### config.mk
export PLATFORM = sky130hd
export DESIGN_NAME = regfile4x16_wb_flat
export DESIGN_NICKNAME = d
export VERILOG_FILES = /design/src/rtl/cpu_pkg.sv /design/src/rtl/regfile4x16_wb_if.sv /design/src/rtl/regfile_clr_fsm.sv /design/src/rtl/regfile4x16_wb.sv /design/src/flat_wrapper.sv
export SDC_FILE = /design/constraint.sdc
export NUM_CORES = 1
export LEC_CHECK = 0
export CORE_MARGIN = 2
export CORE_UTILIZATION = 49
export CTS_CLUSTER_SIZE = 14
export DETAILED_ROUTE_END_ITERATION = 10
export PLACE_DENSITY = 0.91
export SYNTH_ARGS = -nofsm -noshare
export SYNTH_HDL_FRONTEND = slang
export SYNTH_HIERARCHICAL = 1
export SYNTH_SLANG_ARGS = --single-unit
### constraint.sdc
create_clock -name CLK -period 1.7 [get_ports CLK]
set_input_delay 0.34 -clock CLK [delete_from_list [all_inputs] [get_ports CLK]]
set_output_delay 0.34 -clock CLK [all_outputs]
set_load 0.01 [all_outputs]
### src/rtl/cpu_pkg.sv
// Shared definitions for the four-entry write-back register file.
// Contents: default data width, reset/clear value, clear-engine state
// encoding and the register address type.
package cpu_pkg;

  localparam int WIDTH = 16;
  localparam logic [WIDTH-1:0] RESET_VAL = 16'h0000;

  typedef enum logic {
    IDLE  = 1'b0,
    CLEAR = 1'b1
  } state_e;

  typedef logic [1:0] reg_addr_t;

endpackage

### src/rtl/regfile4x16_wb_if.sv
// Write-port and clear-engine bus of the register file.
// Signals:
//   WR_VALID / WR_READY  write handshake
//   WR_ADDR, WR_DATA     target entry and data
//   CLR_REQ              sequential clear request (level)
//   BUSY, DONE           clear status
// Modports: master (upstream stage), slave (register file).
interface regfile4x16_wb_if #(
  parameter int WIDTH = cpu_pkg::WIDTH
);
  logic              WR_VALID;
  logic              WR_READY;
  cpu_pkg::reg_addr_t WR_ADDR;
  logic [WIDTH-1:0]  WR_DATA;
  logic              CLR_REQ;
  logic              BUSY;
  logic              DONE;

  modport master (
    output WR_VALID, WR_ADDR, WR_DATA, CLR_REQ,
    input  WR_READY, BUSY, DONE
  );

  modport slave (
    input  WR_VALID, WR_ADDR, WR_DATA, CLR_REQ,
    output WR_READY, BUSY, DONE
  );
endinterface

### src/rtl/regfile_clr_fsm.sv
// Sequential clear engine: walks a 2-bit pointer over entries 0..3,
// one entry per cycle, and reports BUSY / DONE.
// Ports:
//   clk_i, rst_ni   clock, async active-low reset
//   clr_req_i       clear request, sampled only in IDLE
//   ready_o         write port may accept (IDLE)
//   busy_o          clear in progress
//   done_o          one-cycle pulse after the last entry is cleared
//   clr_stb_o       one-hot per-entry clear strobe
//
// state | meaning
// IDLE  | writes accepted, waiting for CLR_REQ
// CLEAR | clearing entry ptr each cycle, writes stalled
module regfile_clr_fsm
  import cpu_pkg::*;
(
  input  logic       clk_i,
  input  logic       rst_ni,
  input  logic       clr_req_i,
  output logic       ready_o,
  output logic       busy_o,
  output logic       done_o,
  output logic [3:0] clr_stb_o
);

  state_e    state_q, state_d;
  reg_addr_t ptr_q, ptr_d;
  logic      done_q, done_d;

  always_ff @(posedge clk_i or negedge rst_ni) begin
    if (!rst_ni) begin
      state_q <= IDLE;
      ptr_q   <= '0;
      done_q  <= 1'b0;
    end else begin
      state_q <= state_d;
      ptr_q   <= ptr_d;
      done_q  <= done_d;
    end
  end

  always_comb begin
    state_d   = state_q;
    ptr_d     = ptr_q;
    done_d    = 1'b0;
    clr_stb_o = 4'b0000;
    unique case (state_q)
      IDLE: begin
        if (clr_req_i) begin
          state_d = CLEAR;
          ptr_d   = '0;
        end
      end
      CLEAR: begin
        clr_stb_o[ptr_q] = 1'b1;
        // pointer wraps 3->0 as the engine returns to IDLE
        ptr_d = ptr_q + 2'd1;
        if (ptr_q == 2'd3) begin
          state_d = IDLE;
          done_d  = 1'b1;
        end
      end
      default: state_d = IDLE;
    endcase
  end

  // status decoded from registered state only
  assign ready_o = (state_q == IDLE);
  assign busy_o  = (state_q == CLEAR);
  assign done_o  = done_q;

endmodule

### src/rtl/regfile4x16_wb.sv
// Four-entry write-back register file feeding the 16-bit 4:1 operand mux.
// Ports:
//   CLK, RST_N   clock, async active-low reset
//   wb           write handshake + clear request/status (slave modport)
//   Q0..Q3       entry contents, drive mux D_IN0..D_IN3
// Build option: REGFILE_R0_ZERO_EN hardwires entry 0 to RESET_VAL; writes
// to address 0 still complete the handshake but are dropped.
module regfile4x16_wb #(
  parameter int               WIDTH     = cpu_pkg::WIDTH,
  parameter logic [WIDTH-1:0] RESET_VAL = cpu_pkg::RESET_VAL
) (
  input  logic             CLK,
  input  logic             RST_N,
  regfile4x16_wb_if.slave  wb,
  output logic [WIDTH-1:0] Q0,
  output logic [WIDTH-1:0] Q1,
  output logic [WIDTH-1:0] Q2,
  output logic [WIDTH-1:0] Q3
);

  logic [3:0][WIDTH-1:0] q_q, q_d;
  logic [3:0]            clr_stb;
  logic                  wr_en;

  regfile_clr_fsm u_clr_fsm (
    .clk_i     (CLK),
    .rst_ni    (RST_N),
    .clr_req_i (wb.CLR_REQ),
    .ready_o   (wb.WR_READY),
    .busy_o    (wb.BUSY),
    .done_o    (wb.DONE),
    .clr_stb_o (clr_stb)
  );

  assign wr_en = wb.WR_VALID && wb.WR_READY;

  // Clear strobes and writes never coincide (READY is low during CLEAR);
  // clear still takes priority so the decode stays unambiguous.
  always_comb begin
    q_d = q_q;
    for (int i = 0; i < 4; i++) begin
      if (clr_stb[i]) begin
        q_d[i] = RESET_VAL;
      end else if (wr_en && (wb.WR_ADDR == 2'(i))) begin
        q_d[i] = wb.WR_DATA;
      end
    end
`ifdef REGFILE_R0_ZERO_EN
    q_d[0] = RESET_VAL;
`endif
  end

  always_ff @(posedge CLK or negedge RST_N) begin
    if (!RST_N) begin
      q_q <= {4{RESET_VAL}};
    end else begin
      q_q <= q_d;
    end
  end

`ifdef REGFILE_R0_ZERO_EN
  assign Q0 = RESET_VAL;
`else
  assign Q0 = q_q[0];
`endif
  assign Q1 = q_q[1];
  assign Q2 = q_q[2];
  assign Q3 = q_q[3];

endmodule

### src/flat_wrapper.sv
// flat-port wrapper written by rule: the top's interface ports become plain ports
module regfile4x16_wb_flat 
#(
  parameter int               WIDTH     = cpu_pkg::WIDTH,
  parameter logic [WIDTH-1:0] RESET_VAL = cpu_pkg::RESET_VAL
)
  (CLK, RST_N, Q0, Q1, Q2, Q3, wb_WR_VALID, wb_WR_ADDR, wb_WR_DATA, wb_CLR_REQ, wb_WR_READY, wb_BUSY, wb_DONE);
  regfile4x16_wb_if #(.WIDTH(WIDTH)) wb_i ();
  input  logic CLK;
  input  logic RST_N;
  output logic [WIDTH-1:0] Q0;
  output logic [WIDTH-1:0] Q1;
  output logic [WIDTH-1:0] Q2;
  output logic [WIDTH-1:0] Q3;
  input wire logic [$bits(wb_i.WR_VALID)-1:0] wb_WR_VALID;
  input wire logic [$bits(wb_i.WR_ADDR)-1:0] wb_WR_ADDR;
  input wire logic [$bits(wb_i.WR_DATA)-1:0] wb_WR_DATA;
  input wire logic [$bits(wb_i.CLR_REQ)-1:0] wb_CLR_REQ;
  output wire logic [$bits(wb_i.WR_READY)-1:0] wb_WR_READY;
  output wire logic [$bits(wb_i.BUSY)-1:0] wb_BUSY;
  output wire logic [$bits(wb_i.DONE)-1:0] wb_DONE;
  assign wb_i.WR_VALID = wb_WR_VALID;
  assign wb_i.WR_ADDR = wb_WR_ADDR;
  assign wb_i.WR_DATA = wb_WR_DATA;
  assign wb_i.CLR_REQ = wb_CLR_REQ;
  assign wb_WR_READY = wb_i.WR_READY;
  assign wb_BUSY = wb_i.BUSY;
  assign wb_DONE = wb_i.DONE;
  regfile4x16_wb #(.WIDTH(WIDTH), .RESET_VAL(RESET_VAL)) u_core (.CLK(CLK), .RST_N(RST_N), .wb(wb_i), .Q0(Q0), .Q1(Q1), .Q2(Q2), .Q3(Q3));
endmodule
Word level (Yosys, flattened, before mapping)

Cells that the tools add are included.

Register bits: 68
Bits of input ports: 22
Output and inout port bits: 67
Logic and storage cells: 45

Add/subtract/negate cells: 1
Magnitude comparators: 2
Equal/unequal tests: 5
Muxes and demuxes: 18
Bitwise gates (word level): 1
Reduce and logical (&&, ||, !) cells: 11

Operator list:

| operator            | count |
|---|---|
| $mux 16             | 8 |
| $reduce_bool 2->1   | 4 |
| $eq 2x2->1 const B  | 3 |
| $logic_and 1x1->1   | 6 |
| $mux 1              | 5 |
| $mux 4              | 1 |
| $pmux 2 s2          | 1 |
| $lt 2x3->1 const B  | 1 |
| $add 2x1->2 const B | 1 |
| $demux 1 s2         | 1 |
| $eq 2x1->1 const B  | 1 |
| $ge 2x1->1 const B  | 1 |
| $logic_not 2->1     | 1 |
| $mux 2              | 1 |
| $ne 2x2->1 const B  | 1 |
| $pmux 1 s2          | 1 |
| $not 1->1           | 1 |

Depth between registers and ports, before layout

Depth after elaboration: 6
Mapped depth: 6
Mapped depth without buffers: 5

By module

Netlist, hierarchy kept.

Modules (own cells, without submodules):

| module          | times used | cells each | area each (µm²) | sequential area each (µm²) |
|---|---|---|---|---|
| regfile4x16_wb  | 1          | 280        | 3229.3          | 1601.5 |
| regfile_clr_fsm | 1          | 22         | 234.0           | 100.1 |

Worst setup path before layout

Ideal clock, no wire load.

Path type: reg2reg
Start point: register u_core.u_clr_fsm.state_q, in the netlist u_core/u_clr_fsm/busy_o
End point: register u_core.q_q, in the netlist u_core/Q3[10]
Library setup time: 0.079 ns
Arrival time: 1.350 ns
Data required time: 1.621 ns
Slack: 0.271 ns
Cell stages (with the launch flop): 6
Path buffers: 2
Period minus slack after synthesis: 1.429 ns
Path through: dfrtp_1 > inv_1 > and4_2 > buf_6 > buf_6 > mux2i_1

Word-level cells in the longest chain between the ends: 4
Elaborated cells on any way between the ends: 6
Those cells by class: mux: 2; bitwise: 1; reduce/logical: 3

RTL lines:

| element                            | RTL line              | source |
|---|---|---|
| start: declaration                 | regfile_clr_fsm.sv:26 | `state_e state_q, state_d;` |
| start signal: assignment           | regfile_clr_fsm.sv:36 | `state_q <= state_d;` |
| $not 1->1                          | -                     |  |
| net wb_WR_READY                    | flat_wrapper.sv:19    | `output wire logic [$bits(wb_i.WR_READY)-1:0] wb_WR_READY;` |
| $logic_and 1x1->1                  | regfile4x16_wb.sv:35  | `assign wr_en = wb.WR_VALID && wb.WR_READY;` |
| $logic_and 1x1->1                  | regfile4x16_wb.sv:44  | `end else if (wr_en && (wb.WR_ADDR == 2'(i))) begin` |
| $reduce_bool 2->1 (no source line) | -                     |  |
| end signal: assignment             | regfile4x16_wb.sv:55  | `q_q <= {4{RESET_VAL}};` |
| end signal: assignment             | regfile4x16_wb.sv:57  | `q_q <= q_d;` |
| end: declaration                   | regfile4x16_wb.sv:21  | `logic [3:0][WIDTH-1:0] q_q, q_d;` |

The timed path passes the listed nets, and every way through them passes these cells.
A chain may end at the register's enable or synchronous reset.

Worst setup path after layout

Start point: register u_core.u_clr_fsm.state_q, in the netlist u_core/u_clr_fsm/busy_o
End point: output wb_BUSY

RTL lines:

| element          | RTL line           | source |
|---|---|---|
| end: declaration | flat_wrapper.sv:20 | `output wire logic [$bits(wb_i.BUSY)-1:0] wb_BUSY;` |

No word-level cell between the ends.

==> flow_metrics.env <==
export IMPL_rsz0062_at_grt="no"
export IMPL_skew_ps=7.880
export IMPL_die_y_microns=88.07
export IMPL_route_detailed_drc=0
export IMPL_post_dp_hpwl_mm=5.516
export IMPL_maxUsedRoutingLayer="met4"
export IMPL_syn_nets=328
export IMPL_ant_nets=0
export IMPL_syn_inst=302
export IMPL_clock_sinks=68
export IMPL_ios=89
export IMPL_grt_pass1_vias=2566
export IMPL_regArea_sq_um=1703
export IMPL_path_cells="clkdlybuf4s50_1"
export IMPL_ys_types=18
export IMPL_clock_latency_ps=340
export IMPL_antenna_cells=0
export IMPL_outcome="completed"
export IMPL_hp_class="in2async"
export IMPL_die_area_sq_um=7756
export IMPL_met1_length_mm=3.261
export IMPL_die_x_microns=88.07
export IMPL_critPathMaxStageDelay_ps=540
export IMPL_stdcell_count=487
export IMPL_holdBufCountCts=0
export IMPL_rows=30
export IMPL_grt_overflow=0
export IMPL_numPlacedInstances=471
export IMPL_routabilityCongestion=0.8003
export IMPL_syn_cell_area_sq_um=3463
export IMPL_power_total_w=0.007608
export IMPL_power_density_nw_per_um2=1655
export IMPL_nets=413
export IMPL_drtIter0Drc=143
export IMPL_tightest_slew_ps=450.4
export IMPL_yosys_area_share_simple_pct=25.61
export IMPL_n_fill_cell=566
export IMPL_cp_num_buf_inv=1
export IMPL_end_kind="output pin"
export IMPL_maxSlewViolCount=0
export IMPL_wl_per_cell_microns=16.22
export IMPL_met3_length_microns=470
export IMPL_cts_buffers=9
export IMPL_peakVddDrop_uv=946.0
export IMPL_htree_levels=3
export IMPL_grt_max_degree=69
export IMPL_setup_violations=0
export IMPL_cap_violations=0
export IMPL_final_util_pct=67.29
export IMPL_multi_input_area_sq_um=1604
export IMPL_synth_adder_area_share_pct=1.445
export IMPL_crit_path_top_delay_cell="clkdlybuf4s50_1"
export IMPL_path_class="reg2out"
export IMPL_tritoncts="yes"
export IMPL_synth_seq_cells=68
export IMPL_routed_wl_mm=7.898
export IMPL_finalSetupTns_ps=0
export IMPL_required_ps=1360
export IMPL_arrival_ps=1280
export IMPL_yosysSeqAreaShare_pct=49.13
export IMPL_finalCriticalPeriod_ps=1616
export IMPL_cts_root_buf="clkbuf_8"
export IMPL_syn_area_per_cell_sq_um=11.47
export IMPL_clkTransAtPathRegs_ps=70
export IMPL_vias_per_cell=5.012
export IMPL_crit_fanout=3
export IMPL_grt_pass1_wl_mm=12.74
export IMPL_synth_top_family_by_area="simple AND/OR/NAND/NOR gates"
export IMPL_yosysWarningCount=6
export IMPL_min_period_over_period_pct=95.08
export IMPL_core_sq_um=6832
export IMPL_drive_gt1_share_pct=7.161
export IMPL_drt_first_pass_iters=4
export IMPL_antenna_found_initial=0
export IMPL_leakagePower_nw=1.922
export IMPL_area_delta_synth_final_pct=32.73
export IMPL_cp_top_family="buffers and inverters"
export IMPL_portBuffers=88
export IMPL_vias=2441
export IMPL_track_usage_pct=21.80
export IMPL_synth_xor_area_share_pct=0
export IMPL_finalHoldViolCount=0
export IMPL_synthMuxAreaShare_pct=18.50
export IMPL_synth_compound_area_share_pct=0.6142
export IMPL_fmaxAchievable_mhz=618.6
export IMPL_initial_core_util_pct=50.70
export IMPL_clockBufferDepth=2
export IMPL_relSlewSlack_pct=69.97
export IMPL_wl_met2_mm=4.032
export IMPL_start_kind="register"
cell usage in the layout, fill, tap and decap left out:
cell type and instances:
clkbuf_8 11, and4b_1 2, o31ai_1 1, o21ai_0 1, clkinv_2 2, mux2i_1 64, or3b_1 1, and4bb_1 1
nand2_1 1, ha_1 4, o21ai_2 1, clkbuf_1 2, buf_12 5, dfrtp_2 1, clkdlybuf4s50_1 86, inv_1 3
buf_2 1, nand2b_1 129, dfrtp_1 67, and4_2 1, dlygate4sd2_1 1, buf_4 2, and2_2 4
cell usage after synthesis, drive strengths merged:
cell type / n / area share (%)
nand2: 1 / 0.11
o21ai: 2 / 0.40
and2: 4 / 0.72
and4bb: 1 / 0.36
or3b: 1 / 0.25
clkbuf: 12 / 1.3
inv: 3 / 0.33
nand2b: 129 / 23
and4: 1 / 0.29
dfrtp: 68 / 49
buf: 9 / 3.1
ha: 4 / 1.4
and4b: 2 / 0.58
mux2i: 64 / 18
o31ai: 1 / 0.22
cell type report:
class	instances	share of cell area, %
sequential	68	37.04
multi-input combinational	210	34.89
timing repair buffer	95	21.53
clock buffer	13	3.457
tap	96	2.613
inverter	3	0.2450
clock inverter	2	0.2177
routing by layer:
| layer | global-route usage (%) | up-vias |
|---|---|---|
| met1 | 25.85 | 1215 |
| met2 | 37.67 | 71 |
| met5 | 0 | - |
| li1 | - | 1144 |
| met3 | 6.880 | 11 |
| met4 | 7.300 | 0 |
registers in the layout (all words and copies together), names as in the netlist:
| name | count |
|---|---|
| u_core/Q3 | 16 |
| u_core/Q1 | 16 |
| u_core/Q2 | 16 |
| u_core/Q0 | 16 |
| u_core/u_clr_fsm/done_o | 1 |
| u_core/u_clr_fsm/ptr_q | 2 |
| u_core/u_clr_fsm/busy_o | 1 |
power breakdown:
group / internal [W] / total (W) / leakage (nW) / switching [W]
clock: 0.000598 / 0.00117 / 0.0893 / 0.000570
combinational: 0.00214 / 0.00368 / 0.922 / 0.00154
sequential: 0.00232 / 0.00276 / 0.911 / 0.000437
worst paths after layout:
check | slack, ps | to | startpoint | depth (start not counted)
setup / recovery | 80 | wb_BUSY | u_core/u_clr_fsm/busy_o | 1
min in group CLK | 530 | u_core/u_clr_fsm/ptr_q[0] | u_core/u_clr_fsm/ptr_q[0] | 1
hold reg to reg | 530 | u_core/u_clr_fsm/ptr_q[0] | u_core/u_clr_fsm/ptr_q[0] | 1
setup reg to reg | 220 | u_core/Q2[9] | u_core/u_clr_fsm/ptr_q[0] | 5
max in group asynchronous | 1370 | u_core/u_clr_fsm/busy_o | RST_N | 2
hold / removal | 20 | u_core/Q3[2] | RST_N | 2
metrics by stage:
step / setup slack (ps) / hold slack [ps] / instance area (sq um)
finish: 83.56 / 20.54 / 4597
global route: 40.50 / 34.44 / 4597
CTS: 62.68 / 26.64 / 4597
detailed placement: -8.328 / 397.1 / 4415
global placement: 83.99 / 393.4 / 4415
floorplan: 270.7 / 44.41 / 3463
what timing repair did:
action,CTS,global route
resized for setup,6,0
endpoints found under the setup margin,25,0
setup buffers,1,0
kinds of logic after synthesis:
group / after synthesis
simple gates: 139
compound gates: 3
mux: 64
fa+ha+maj: 4
buf+inv: 24
flops: 68
Power figures use the tool's default switching activity.
